File: src/rtl/itcm_port_arbiter.sv
// ITCM port arbiter: shares the single-port ITCM SRAM between IFU fetch and LSU.
// One access in flight at a time. The SRAM read data is forwarded the cycle
// after the grant and held in rsp_buf while the owner back-pressures.
module itcm_port_arbiter #(
  parameter int ITCM_AW    = 14,
  parameter int DW         = 32,
  parameter int STARVE_MAX = 4
) (
  input  logic                 clk,
  input  logic                 rst_n,
  input  logic                 ifu_req_valid,
  output logic                 ifu_req_ready,
  input  logic [31:0]          ifu_req_pc,
  output logic                 ifu_rsp_valid,
  input  logic                 ifu_rsp_ready,
  output logic [DW-1:0]        ifu_rsp_instr,
  input  logic                 lsu_req_valid,
  output logic                 lsu_req_ready,
  input  logic                 lsu_req_read,
  input  logic [31:0]          lsu_req_addr,
  input  logic [DW-1:0]        lsu_req_wdata,
  input  logic [DW/8-1:0]      lsu_req_wmask,
  output logic                 lsu_rsp_valid,
  input  logic                 lsu_rsp_ready,
  output logic [DW-1:0]        lsu_rsp_rdata,
  output logic                 itcm_cs,
  output logic                 itcm_we,
  output logic [DW/8-1:0]      itcm_wem,
  output logic [ITCM_AW-1:0]   itcm_addr,
  output logic [DW-1:0]        itcm_wdata,
  input  logic [DW-1:0]        itcm_rdata
);

  localparam int SW = $clog2(STARVE_MAX + 1);

  typedef enum logic {OWN_IFU = 1'b0, OWN_LSU = 1'b1} own_e;

  logic          rsp_pend;
  own_e          rsp_own;
  logic          hold;
  logic          rsp_wr;
  logic [DW-1:0] rsp_buf;
  logic [SW-1:0] starve_cnt;

  logic          starve_hit;
  logic          rsp_hs;
  logic          slot_free;
  logic          grant_lsu;
  logic          grant_ifu;
  logic          lsu_wr;
  logic [DW-1:0] rsp_data;
  logic [DW-1:0] rsp_out;

  // Address bits above the ITCM range and the byte offset are intentionally dropped.
  logic unused_addr_bits;
  assign unused_addr_bits = ^{ifu_req_pc[31:ITCM_AW+2], ifu_req_pc[1:0],
                              lsu_req_addr[31:ITCM_AW+2], lsu_req_addr[1:0]};

  assign starve_hit    = (starve_cnt == SW'(STARVE_MAX));
  assign ifu_rsp_valid = rsp_pend & (rsp_own == OWN_IFU);
  assign lsu_rsp_valid = rsp_pend & (rsp_own == OWN_LSU);
  assign rsp_hs        = (ifu_rsp_valid & ifu_rsp_ready) | (lsu_rsp_valid & lsu_rsp_ready);
  // Slot frees in the same cycle the owner takes its response, giving 1 access/cycle.
  assign slot_free     = ~rsp_pend | rsp_hs;
  // Grants are masked during reset so the SRAM is never selected while rst_n is low.
  assign grant_lsu     = rst_n & slot_free & lsu_req_valid & ~(starve_hit & ifu_req_valid);
  assign grant_ifu     = rst_n & slot_free & ifu_req_valid & ~grant_lsu;
  assign lsu_wr        = grant_lsu & ~lsu_req_read;

  assign ifu_req_ready = grant_ifu;
  assign lsu_req_ready = grant_lsu;

  // First response cycle forwards SRAM data; afterwards the captured copy.
  assign rsp_data      = hold ? rsp_buf : itcm_rdata;
  assign rsp_out       = rsp_wr ? '0 : rsp_data;
  assign ifu_rsp_instr = ifu_rsp_valid ? rsp_out : '0;
  assign lsu_rsp_rdata = lsu_rsp_valid ? rsp_out : '0;

  // SRAM command for the granted requester; all zero when idle.
  always_comb begin
    itcm_cs    = 1'b0;
    itcm_we    = 1'b0;
    itcm_wem   = '0;
    itcm_addr  = '0;
    itcm_wdata = '0;
    if (grant_lsu) begin
      itcm_cs   = 1'b1;
      itcm_we   = lsu_wr;
      itcm_addr = lsu_req_addr[ITCM_AW+1:2];
      if (lsu_wr) begin
        itcm_wem   = lsu_req_wmask;
        itcm_wdata = lsu_req_wdata;
      end
    end else if (grant_ifu) begin
      itcm_cs   = 1'b1;
      itcm_addr = ifu_req_pc[ITCM_AW+1:2];
    end
  end

  // Outstanding-response tracking: pend/owner/hold/write-ack flag.
  always_ff @(posedge clk or negedge rst_n) begin
    if (!rst_n) begin
      rsp_pend <= 1'b0;
      rsp_own  <= OWN_IFU;
      hold     <= 1'b0;
      rsp_wr   <= 1'b0;
    end else if (grant_lsu || grant_ifu) begin
      rsp_pend <= 1'b1;
      rsp_own  <= grant_lsu ? OWN_LSU : OWN_IFU;
      hold     <= 1'b0;
      rsp_wr   <= lsu_wr;
    end else if (rsp_hs) begin
      rsp_pend <= 1'b0;
      hold     <= 1'b0;
    end else if (rsp_pend) begin
      hold     <= 1'b1;
    end
  end

  // Capture SRAM data in the first response cycle for use while held.
  always_ff @(posedge clk or negedge rst_n) begin
    if (!rst_n)               rsp_buf <= '0;
    else if (rsp_pend && !hold) rsp_buf <= itcm_rdata;
  end

  // Count LSU wins over a waiting IFU; saturate so IFU gets forced in.
  always_ff @(posedge clk or negedge rst_n) begin
    if (!rst_n)                               starve_cnt <= '0;
    else if (!ifu_req_valid || grant_ifu)     starve_cnt <= '0;
    else if (grant_lsu && !starve_hit)        starve_cnt <= starve_cnt + 1'b1;
  end

endmodule

File: config.mk
export PLATFORM = sky130hd
export DESIGN_NAME = itcm_port_arbiter
export DESIGN_NICKNAME = d
export VERILOG_FILES = /design/src/rtl/itcm_port_arbiter.sv
export SDC_FILE = /design/constraint.sdc
export NUM_CORES = 1
export LEC_CHECK = 0
export ABC_AREA = 1
export BUFFER_PORTS_ARGS = -buffer_cell sky130_fd_sc_hd__buf_4
export CAP_MARGIN = 40
export CORE_AREA = 2 2 99 101
export CTS_CLUSTER_SIZE = 40
export DETAILED_ROUTE_END_ITERATION = 7
export DIE_AREA = 0 0 101 103
export PLACE_DENSITY = 0.69
export SYNTH_ARGS = -nofsm -noshare
export SYNTH_HDL_FRONTEND = slang
export SYNTH_SLANG_ARGS = --single-unit
File: constraint.sdc
create_clock -name clk -period 2.2 [get_ports clk]
set_input_delay 0.44 -clock clk [delete_from_list [all_inputs] [get_ports clk]]
set_output_delay 0.44 -clock clk [all_outputs]
set_load 0.005 [all_outputs]
### Yosys cells after proc, flatten, opt, wreduce, memory -nomap -nowiden

Index checks and enable logic that the tools add are counted.

| storage, ports and cells | value |
|---|---|
| flip-flop bits (word level) | 39 |
| bits of input ports | 139 |
| word-level logic and storage cells | 57 |

| operators by class | value |
|---|---|
| add/subtract/negate cells | 1 |
| reductions and logical operators | 10 |
| equality and inequality tests | 1 |
| bitwise gates (word level) | 18 |
| mux-type cells | 21 |

Operators by type and width:

| operator | number |
|---|---|
| 32-bit two-way mux | 6 |
| 14-bit two-way mux | 2 |
| 1-bit bitwise AND | 11 |
| 1-bit two-way mux | 9 |
| 4-bit two-way mux | 2 |
| 3-bit two-way mux | 2 |
| 1-bit NOT | 5 |
| 2-bit nonzero test | 2 |
| 3-bit by 1-bit adder with 3-bit output (second input constant) | 1 |
| 3-bit == test (second input constant) | 1 |
| 1-bit logical NOT | 3 |
| 3-bit nonzero test | 1 |
| 1-bit logical AND | 2 |
| 1-bit logical OR | 2 |
| 1-bit bitwise OR | 2 |

### Depth between registers and ports, before layout

Gate-level depths: netlist (run 1).

| depth | value |
|---|---|
| depth in word-level cells | 12 |
| gate-level depth with buffers | 10 |
| depth with buffers taken out | 9 |

### Worst setup path after synthesis (run 1)

No wires, ideal clock.

| timing path | value |
|---|---|
| kind | in2out |
| from | input port lsu_rsp_ready |
| to | output port itcm_wdata[26] |
| data required time | 1760 ps |
| buffers on the path | 1 |
| stages | 9 |
| path slack | 478 ps |
| data arrival time | 1282 ps |
| cell sequence | inv_1 -> nand3_2 -> nand3_2 -> nor2_4 -> nand2_4 -> nor2_8 -> inv_4 -> buf_12 -> nor2_2 |

| on the way | value |
|---|---|
| word-level cells in the longest chain between the ends | 9 |

Ends and longest elaborated chain:

| element | line | RTL |
|---|---|---|
| start: declaration | 24 | `input logic lsu_rsp_ready,` |
| 1-bit bitwise AND (*) | 62 | `assign rsp_hs = (ifu_rsp_valid & ifu_rsp_ready) \| (lsu_rsp_valid & lsu_rsp_ready);` |
| 1-bit bitwise OR (*) | 62 |  |
| 1-bit bitwise OR (*) | 64 | `assign slot_free = ~rsp_pend \| rsp_hs;` |
| 1-bit bitwise AND (*) (3 in a row) | 66 | `assign grant_lsu = rst_n & slot_free & lsu_req_valid & ~(starve_hit & ifu_req_valid);` |
| 1-bit bitwise AND | 68 | `assign lsu_wr = grant_lsu & ~lsu_req_read;` |
| 32-bit two-way mux | 90 | `if (lsu_wr) begin` |
| 32-bit two-way mux (*) | 86 | `if (grant_lsu) begin` |
| end: declaration | 30 | `output logic [DW-1:0] itcm_wdata,` |

Mark *: on every way between the ends. The rest lies on a longest branch, timed or not.

### Worst setup path after layout (run 1)

| timing path | value |
|---|---|
| from | register rsp_own |
| to | output port itcm_wdata[8] |

| on the way | value |
|---|---|
| word-level cells in the longest chain between the ends | 11 |

Ends and longest elaborated chain:

| element | line | RTL |
|---|---|---|
| start: declaration | 39 | `own_e rsp_own;` |
| start signal: assignment | 109 | `rsp_own <= grant_lsu ? OWN_LSU : OWN_IFU;` |
| 1-bit NOT | 60 | `assign ifu_rsp_valid = rsp_pend & (rsp_own == OWN_IFU);` |
| 1-bit bitwise AND | 60 |  |
| 1-bit bitwise AND | 62 |  |
| 1-bit bitwise OR (*) | 62 |  |
| 1-bit bitwise OR (*) | 64 |  |
| 1-bit bitwise AND (*) (3 in a row) | 66 |  |
| 1-bit bitwise AND | 68 |  |
| 32-bit two-way mux | 90 |  |
| 32-bit two-way mux (*) | 86 |  |

Marks and branches as above.

==> flow_summary_export.csv, run 1 <==
group,metric,value,unit
setup_path,cp.required,1760,ps
power,power_density,786,mW/mm2
setup_path,r2r-end,"rsp_buf[1]",
power,swShare,0.415,
setup_path,ff2ff_setup_slack,520,ps
cells_and_area,final_area,0.00509,mm2
power,power_frac_seq,0.300,
clocking,cts_hold_buffers,0,
global_routing,grt_pass1_wl,14900,um
setup_path,cp-start-kind,"register",
job,maxCapViolCount,0,
die,initial_core_util,0.309,
setup_path,slowest_delay,420,ps
global_routing,grt_use_total,0.177,
logic_synthesis,synthMuxAreaShare,0,
power,p_sw,0.00166,W
setup_path,critPathSlowestCell,"dfrtp_1",
min_path,hold_class,"in -> async",
power,ir_worst_vdd,0.487,mV
die,chipHeight,103,um
die,die_area,0.0104,mm2
logic_synthesis,ys_seq_area_frac,0.333,
setup_path,rr_worst_depth,5,
cells_and_area,areaGrowthSynthToFinish,74.1,%
setup_path,r2r_start,"hold",
sta,min_period_over_period,0.980,
global_routing,grt_start_max_net_pins,40,
sta,setup-violations-final,0,
logic_synthesis,synth_area,0.00293,mm2
power,leakage,2.87,nW
clocking,clockBufferDepth,2,
die,dieWidth,101,um
route,wl_per_cell,12.3,um
setup_path,crit_fanout,9,
die,core,0.00946,mm2
route,vias_per_cell,4.52,
sta,finClkSkew,4.47,ps
place,portBuffers,222,
place,place.gp.congestion,0.777,
cells_and_area,drive_gt1_frac,0.451,
logic_synthesis,synth_fp_nets,597,
sta,timing.slew.headroom,0.651,
clocking,htree_levels,2,
clocking,cts_tree,"yes",
route,num_vias,3621,
die,rows,36,
setup_path,crit_path_end_kind,"output port",
sta,fin_hold_ws,242,ps
place,dp.final_hpwl,7670,um
setup_path,critPathKind,"reg -> out",
logic_synthesis,synth_compound_area_frac,0.168,
power,internal_power,0.00234,W
setup_path,crit_path_start,"rsp_own",
route,drtIter0Drc,105,
place,post_dp_cell_area,0.00471,mm2
clocking,clk_pin_slew,80,ps
clocking,cts_root_buf,"clkbuf_8",
logic_synthesis,synth_xor_xnor_area_share,0,
logic_synthesis,postSynthAreaPerCell,6.42,um2
clocking,numCtsBuffers,5,
die,ioPinCount,259,
power,comb_power_share,0.583,
run_status,outcome,"complete, no violations",
route,dr.pass1.iters,5,
global_routing,antenna_found_initial,0,
logic_synthesis,yosys_warnings,0,
sta,rsz0062_at_grt,"true",
logic_synthesis,ys_ff_latch,39,
cells_and_area,final_nets,827,
sta,tightest_slew,522,ps
cells_and_area,antenna_cells,0,
power,pwr-share-clk,0.117,
setup_path,crit_arrival,1720,ps
sta,fmax,0.464,GHz
place,dpl.cell_count,777,
logic_synthesis,synth_cells,456,
logic_synthesis,yosysUniqueCellTypes,25,
global_routing,grt_pass1_vias,3380,
logic_synthesis,synth-adder-area-share,0.00855,
global_routing,grt.overflow.total,0,
setup_path,crit_chain,"inv_2, nand3_4, nand3_4, nor2_4, nand2_4, nor2_8, inv_8, buf_8, nor2_4, buf_6",
route,drcViolationCount,0,
logic_synthesis,synth-simple-area-share,0.329,
clocking,clock_latency,290,ps
clocking,cts.sinks,39,
cells_and_area,stdcell_count,801,
sta,drv_slew,0,
sta,hold_violations,0,
sta,layout_min_cycle_time,2160,ps
route,routed_wl,9860,um
route,final_antenna_net_count,0,
logic_synthesis,synth_top_family_by_area,"simple AND/OR/NAND/NOR gates",
## final cells by class
class	count	area (um2)
clock buffers	6	72.6
clock inverters	2	12.5
flip-flops and latches	39	977
multi-input cells	305	1570
well taps	114	143
repair buffers	250	1980
fillers	941	4360
repair inverters	1	6.26
inverters	84	338
## per-stage QoR
step | worst slack [ps] | utilization | total power, W | TNS, ps
after floorplan | 478 | - | 0.00238 | 0
after global placement | 126 | 0.498 | 0.00336 | 0
after detailed placement | 101 | 0.498 | 0.00345 | 0
after CTS | -45.2 | 0.529 | 0.00403 | -296
after global routing | -63.7 | 0.539 | 0.00439 | -1140
final | 44.5 | 0.539 | 0.00401 | 0
## Yosys cell counts
library cell  count  area, um2
clkbuf_1         18       67.6
a31oi_1           1       6.26
inv_2             4       15.0
dfrtp_1          39        976
a21oi_1          32        160
nand2_1          87        327
o21ai_0          65        325
buf_12            1       20.0
buf_1             4       15.0
nor2_4           11        124
nand3_2           3       30.0
buf_4             1       7.51
buf_2             1       5.00
inv_1            79        297
nor2_1           72        270
inv_4             1       6.26
nand2_4           1       11.3
nand4_1           5       31.3
nor2_2           19        119
nor2_8            1       20.0
buf_8             1       15.0
buf_6             2       22.5
or2_2             1       6.26
nand3_1           5       25.0
ha_1              2       25.0
## power by group through the flow
stage	Sequential (W)	Combinational, W	Clock (W)
2_1_floorplan	0.00116	0.00121	0
3_3_place_gp	0.00119	0.00218	0
3_5_place_dp	0.00120	0.00224	0
4_1_cts	0.00120	0.00234	0.000493
5_1_grt	0.00123	0.00263	0.000523
6_report	0.00120	0.00234	0.000468
## worst max path at each step
stage                           endpoint  slack [ps]  cells after the start
after floorplan           itcm_wdata[26]         480                      9
after global placement     itcm_wdata[2]         130                     11
after detailed placement  itcm_wdata[10]         100                     11
after CTS                  itcm_wdata[8]         -50                     10
after global routing       itcm_wdata[9]         -60                     10
final                      itcm_wdata[8]          40                     10
## registers in the layout, indices dropped and copies added, names as in the netlist
register and flops:
hold 1, rsp_buf 32, rsp_own 1, rsp_pend 1, rsp_wr 1, starve_cnt 3
## cell families after synthesis
family,count (synthesis)
and+or+nand+nor,205
adders and majority gates,2
AOI/OAI and AO/OA,98
DFF,39
buffers and inverters,112
## timing repair
item	4_1_cts	5_1_grt
pin swaps	3	4
cloned	1	1
setup buffers	13	1
endpoints found under the setup margin	38	51
resized for setup	24	22
## cells in the final DEF, fill, tap and decap left out, drive strengths merged
cell type | Yosys | layout
buf | 10 | 250
nor2 | 103 | 103
nand2 | 88 | 88
inv | 84 | 85
o21ai | 65 | 65
dfrtp | 39 | 39
a21oi | 32 | 32
nand3 | 8 | 8
clkbuf | 18 | 6
nand4 | 5 | 5
ha | 2 | 2
or2 | 1 | 1
a31oi | 1 | 1
clkinvlp | 0 | 1
clkinv | 0 | 1
## metal layers
metal  part of all wire  GRT usage  vias to the layer above
li1                   -          -                     1846
met2               0.53      0.338                      140
met1               0.39      0.200                     1629
met5                  0          0                        -
met4             0.0074     0.0405                        0
met3              0.073     0.0414                        6
## critical path: cells and delay by family, from the launching register on
family | cells | cell delay [ps]
buffers and inverters | 4 | 380
DFF | 1 | 420
and+or+nand+nor | 6 | 620
(Power assumes the default switching activity.)
==> inputs of run 2 (changes only) <==
- ABC_AREA: 1 -> not set
- CORE_AREA: 2 2 99 101 -> 2 2 100 102
- DIE_AREA: 0 0 101 103 -> 0 0 102 104
==> run 2 against run 1 <==
Net effect:
- the flow now finishes with violations (setup timing)
- sequential cell count unchanged
- die area up 2.0%
- design area up 2.9%
- sequential share of layout area down 0.52 points
- sequential power down 14%
- global-route usage up 0.31 points
- via count down 12%
- critical path type unchanged
- highest routed layer unchanged
==> flow_summary_export.csv, run 2 <==
group,metric,value,unit
run_status,outcome,"finished, violations left",
run_status,violations,"setup timing",
logic_synthesis,synthArstFlopShare,1.00,
cells_and_area,fillers,902,
setup_path,critPathKind,"reg -> out",
route,routed_wl,10100,um
clocking,htree_levels,2,
clocking,cts_tree,"yes",
setup_path,rr_worst_depth,8,
logic_synthesis,synth_top_area_frac,0.321,
logic_synthesis,synth_top_area_cell,"dfrtp_1",
power,pwr-share-clk,0.191,
clocking,clk_pin_slew,80,ps
cells_and_area,regArea,978,um2
global_routing,grt.overflow.total,0,
route,wl_per_cell,14.8,um
setup_path,path_delay_family,"buffers and inverters",
sta,setup-violations-final,38,
logic_synthesis,synth_edf_count,0,
power,power_frac_seq,0.325,
clocking,cts_root_buf,"clkbuf_8",
logic_synthesis,synthFlopType,"dfrtp_1",
setup_path,cp-start-kind,"register",
sta,rsz0062_at_grt,"true",
power,internal_power,0.00214,W
logic_synthesis,synth_fp_nets,458,
cells_and_area,areaGrowthSynthToFinish,72.4,%
sta,min_period_over_period,1.06,
die,chipHeight,104,um
power,p_sw,0.00104,W
power,swShare,0.327,
setup_path,crit_chain,"inv_2, ha_4, nand3_4, o2111ai_4, buf_12, buf_12, buf_16, nor3b_4, buf_4",
cells_and_area,layout_common_cells,"buf_4 (239), nor2_1 (66), dfrtp_1 (37)",
setup_path,ff2ff_setup_slack,460,ps
logic_synthesis,ys_seq_area_frac,0.321,
power,power_density,606,mW/mm2
global_routing,antenna_found_initial,1,
die,rows,36,
power,power,0.00318,W
cells_and_area,multi_input_area,0.00192,mm2
setup_path,slowest_delay,380,ps
route,drtIter0Drc,92,
setup_path,crit_arrival,1880,ps
die,die_area,0.0106,mm2
logic_synthesis,postSynthAreaPerCell,9.60,um2
power,comb_power_share,0.484,
global_routing,grt_start_max_net_pins,39,
sta,drv_slew,0,
route,drcViolationCount,0,
sta,timing.slew.headroom,0.595,
power,ir_worst_vdd,0.351,mV
route,final_antenna_net_count,0,
place,post_dp_cell_area,0.00480,mm2
setup_path,crit_fanout,5,
global_routing,grt_use_total,0.180,
logic_synthesis,synth_cells,317,
setup_path,r2r_start,"rsp_own",
clocking,cts.sinks,39,
sta,layout_min_cycle_time,2320,ps
setup_path,timing.critical_path.to,"itcm_wem[2]",
sta,finalWorstSetupSlack,-121,ps
logic_synthesis,synth_most_common_cell,"nor2_1",
setup_path,crit_path_end_kind,"output port",
place,place.gp.congestion,0.766,
logic_synthesis,ys_ff_latch,39,
logic_synthesis,yosysUniqueCellTypes,32,
clocking,clock_latency,290,ps
die,dieWidth,102,um
setup_path,critical_path_buf_inv_count,5,
cells_and_area,drive_gt1_frac,0.619,
sta,fmax,0.431,GHz
sta,finClkSkew,8.51,ps
clocking,numCtsBuffers,5,
die,core,0.00955,mm2
route,dr.pass1.iters,4,
route,num_vias,3204,
clocking,clockBufferDepth,2,
sta,hold_violations,0,
cells_and_area,largest_reg_flops,32,
setup_path,critPathSlowestCell,"dfrtp_1",
logic_synthesis,synth_area_leaders,"dfrtp_1 (32%), nor3b_2 (15%), mux2i_1 (12%), mux2_2 (9.6%), nor2_1 (8.1%)",
power,leakage,2.54,nW
setup_path,r2r-end,"rsp_wr",
place,dp.final_hpwl,7340,um
setup_path,cp_num_cells,9,
route,vias_per_cell,4.70,
job,maxCapViolCount,0,
cells_and_area,top_register,"rsp_buf",
cells_and_area,final_nets,688,
sta,tightest_slew,607,ps
logic_synthesis,yosys_warnings,0,
die,ioPinCount,259,
setup_path,worst_path_most_repeated_cell,"buf_12",
cells_and_area,final_area,0.00524,mm2
logic_synthesis,synth_common_cells,"nor2_1 (66), dfrtp_1 (39), nor3b_2 (36), mux2i_1 (35), nand3_1 (30)",
cells_and_area,reg_top3,"rsp_buf x32, starve_cnt x3",
min_path,hold_class,"in -> async",
global_routing,grt_pass1_vias,3102,
logic_synthesis,synth_area,0.00304,mm2
die,initial_core_util,0.319,
place,portBuffers,222,
cells_and_area,final_common_cell,"buf_4",
setup_path,crit_path_start,"starve_cnt[1]",
global_routing,grt_pass1_wl,15500,um
setup_path,cp.required,1760,ps
[run 2: logic make-up after synthesis]
group | after synthesis | synth area share
adder cells (fa/ha/maj) | 2 | 0.00823
multiplexers | 68 | 0.239
AO/OA/AOI/OAI | 23 | 0.0531
flip-flops | 39 | 0.321
buffers and inverters | 35 | 0.0666
AND/OR/NAND/NOR | 150 | 0.313
[run 2: timing repair]
| action | in CTS | in global routing |
|---|---|---|
| pin swaps | 11 | 11 |
| gates cloned | 3 | 0 |
| setup buffers | 14 | 1 |
| hold endpoints to repair | 3 | 0 |
| resized for setup | 16 | 9 |
| hold buffers | 1 | 0 |
| setup endpoints to repair | 42 | 50 |
[run 2: power groups by stage]
stage	clock network (W)	logic [W]	registers (W)
floorplan	0	0.000840	0.00102
finish	0.000608	0.00154	0.00103
detailed placement	0	0.00144	0.00105
global route	0.000663	0.00168	0.00106
global placement	0	0.00141	0.00104
CTS	0.000634	0.00155	0.00103
[run 2: worst min-delay path by stage]
stage / from / end / slack, ps
2_1_floorplan: rst_n / hold / 140
3_3_place_gp: rst_n / starve_cnt[0] / 270
3_5_place_dp: rst_n / starve_cnt[0] / 270
4_1_cts: rst_n / rsp_wr / 300
5_1_grt: rst_n / rsp_buf[29] / 330
6_report: rst_n / rsp_buf[30] / 280
[run 2: metal layers]
metal,global-route usage,wire [um],vias up
li1,-,-,1561
met1,0.230,4140,1532
met2,0.312,5290,103
met3,0.0336,592,8
met4,0.0429,89,0
met5,0,0,-
[run 2: area by class of cell]
class / count / area share
inverter: 6 / 0.00477
sequential: 39 / 0.187
timing repair buffer: 252 / 0.388
tap: 133 / 0.0317
clock buffer: 5 / 0.0131
antenna: 1 / 0.000477
clock inverter: 3 / 0.00835
multi-input combinational: 243 / 0.367
[run 2: through the flow]
| step | std cells | util | hold slack, ps | worst slack, ps | TNS [ps] |
|---|---|---|---|---|---|
| detailed placement | 655 | 0.502 | 274 | 155 | 0 |
| CTS | 681 | 0.545 | 304 | -85.1 | -2490 |
| global placement | 655 | 0.502 | 274 | 168 | 0 |
| finish | 682 | 0.549 | 277 | -121 | -2730 |
| floorplan | 317 | - | 144 | 386 | 0 |
| global route | 681 | 0.549 | 332 | -212 | -5820 |
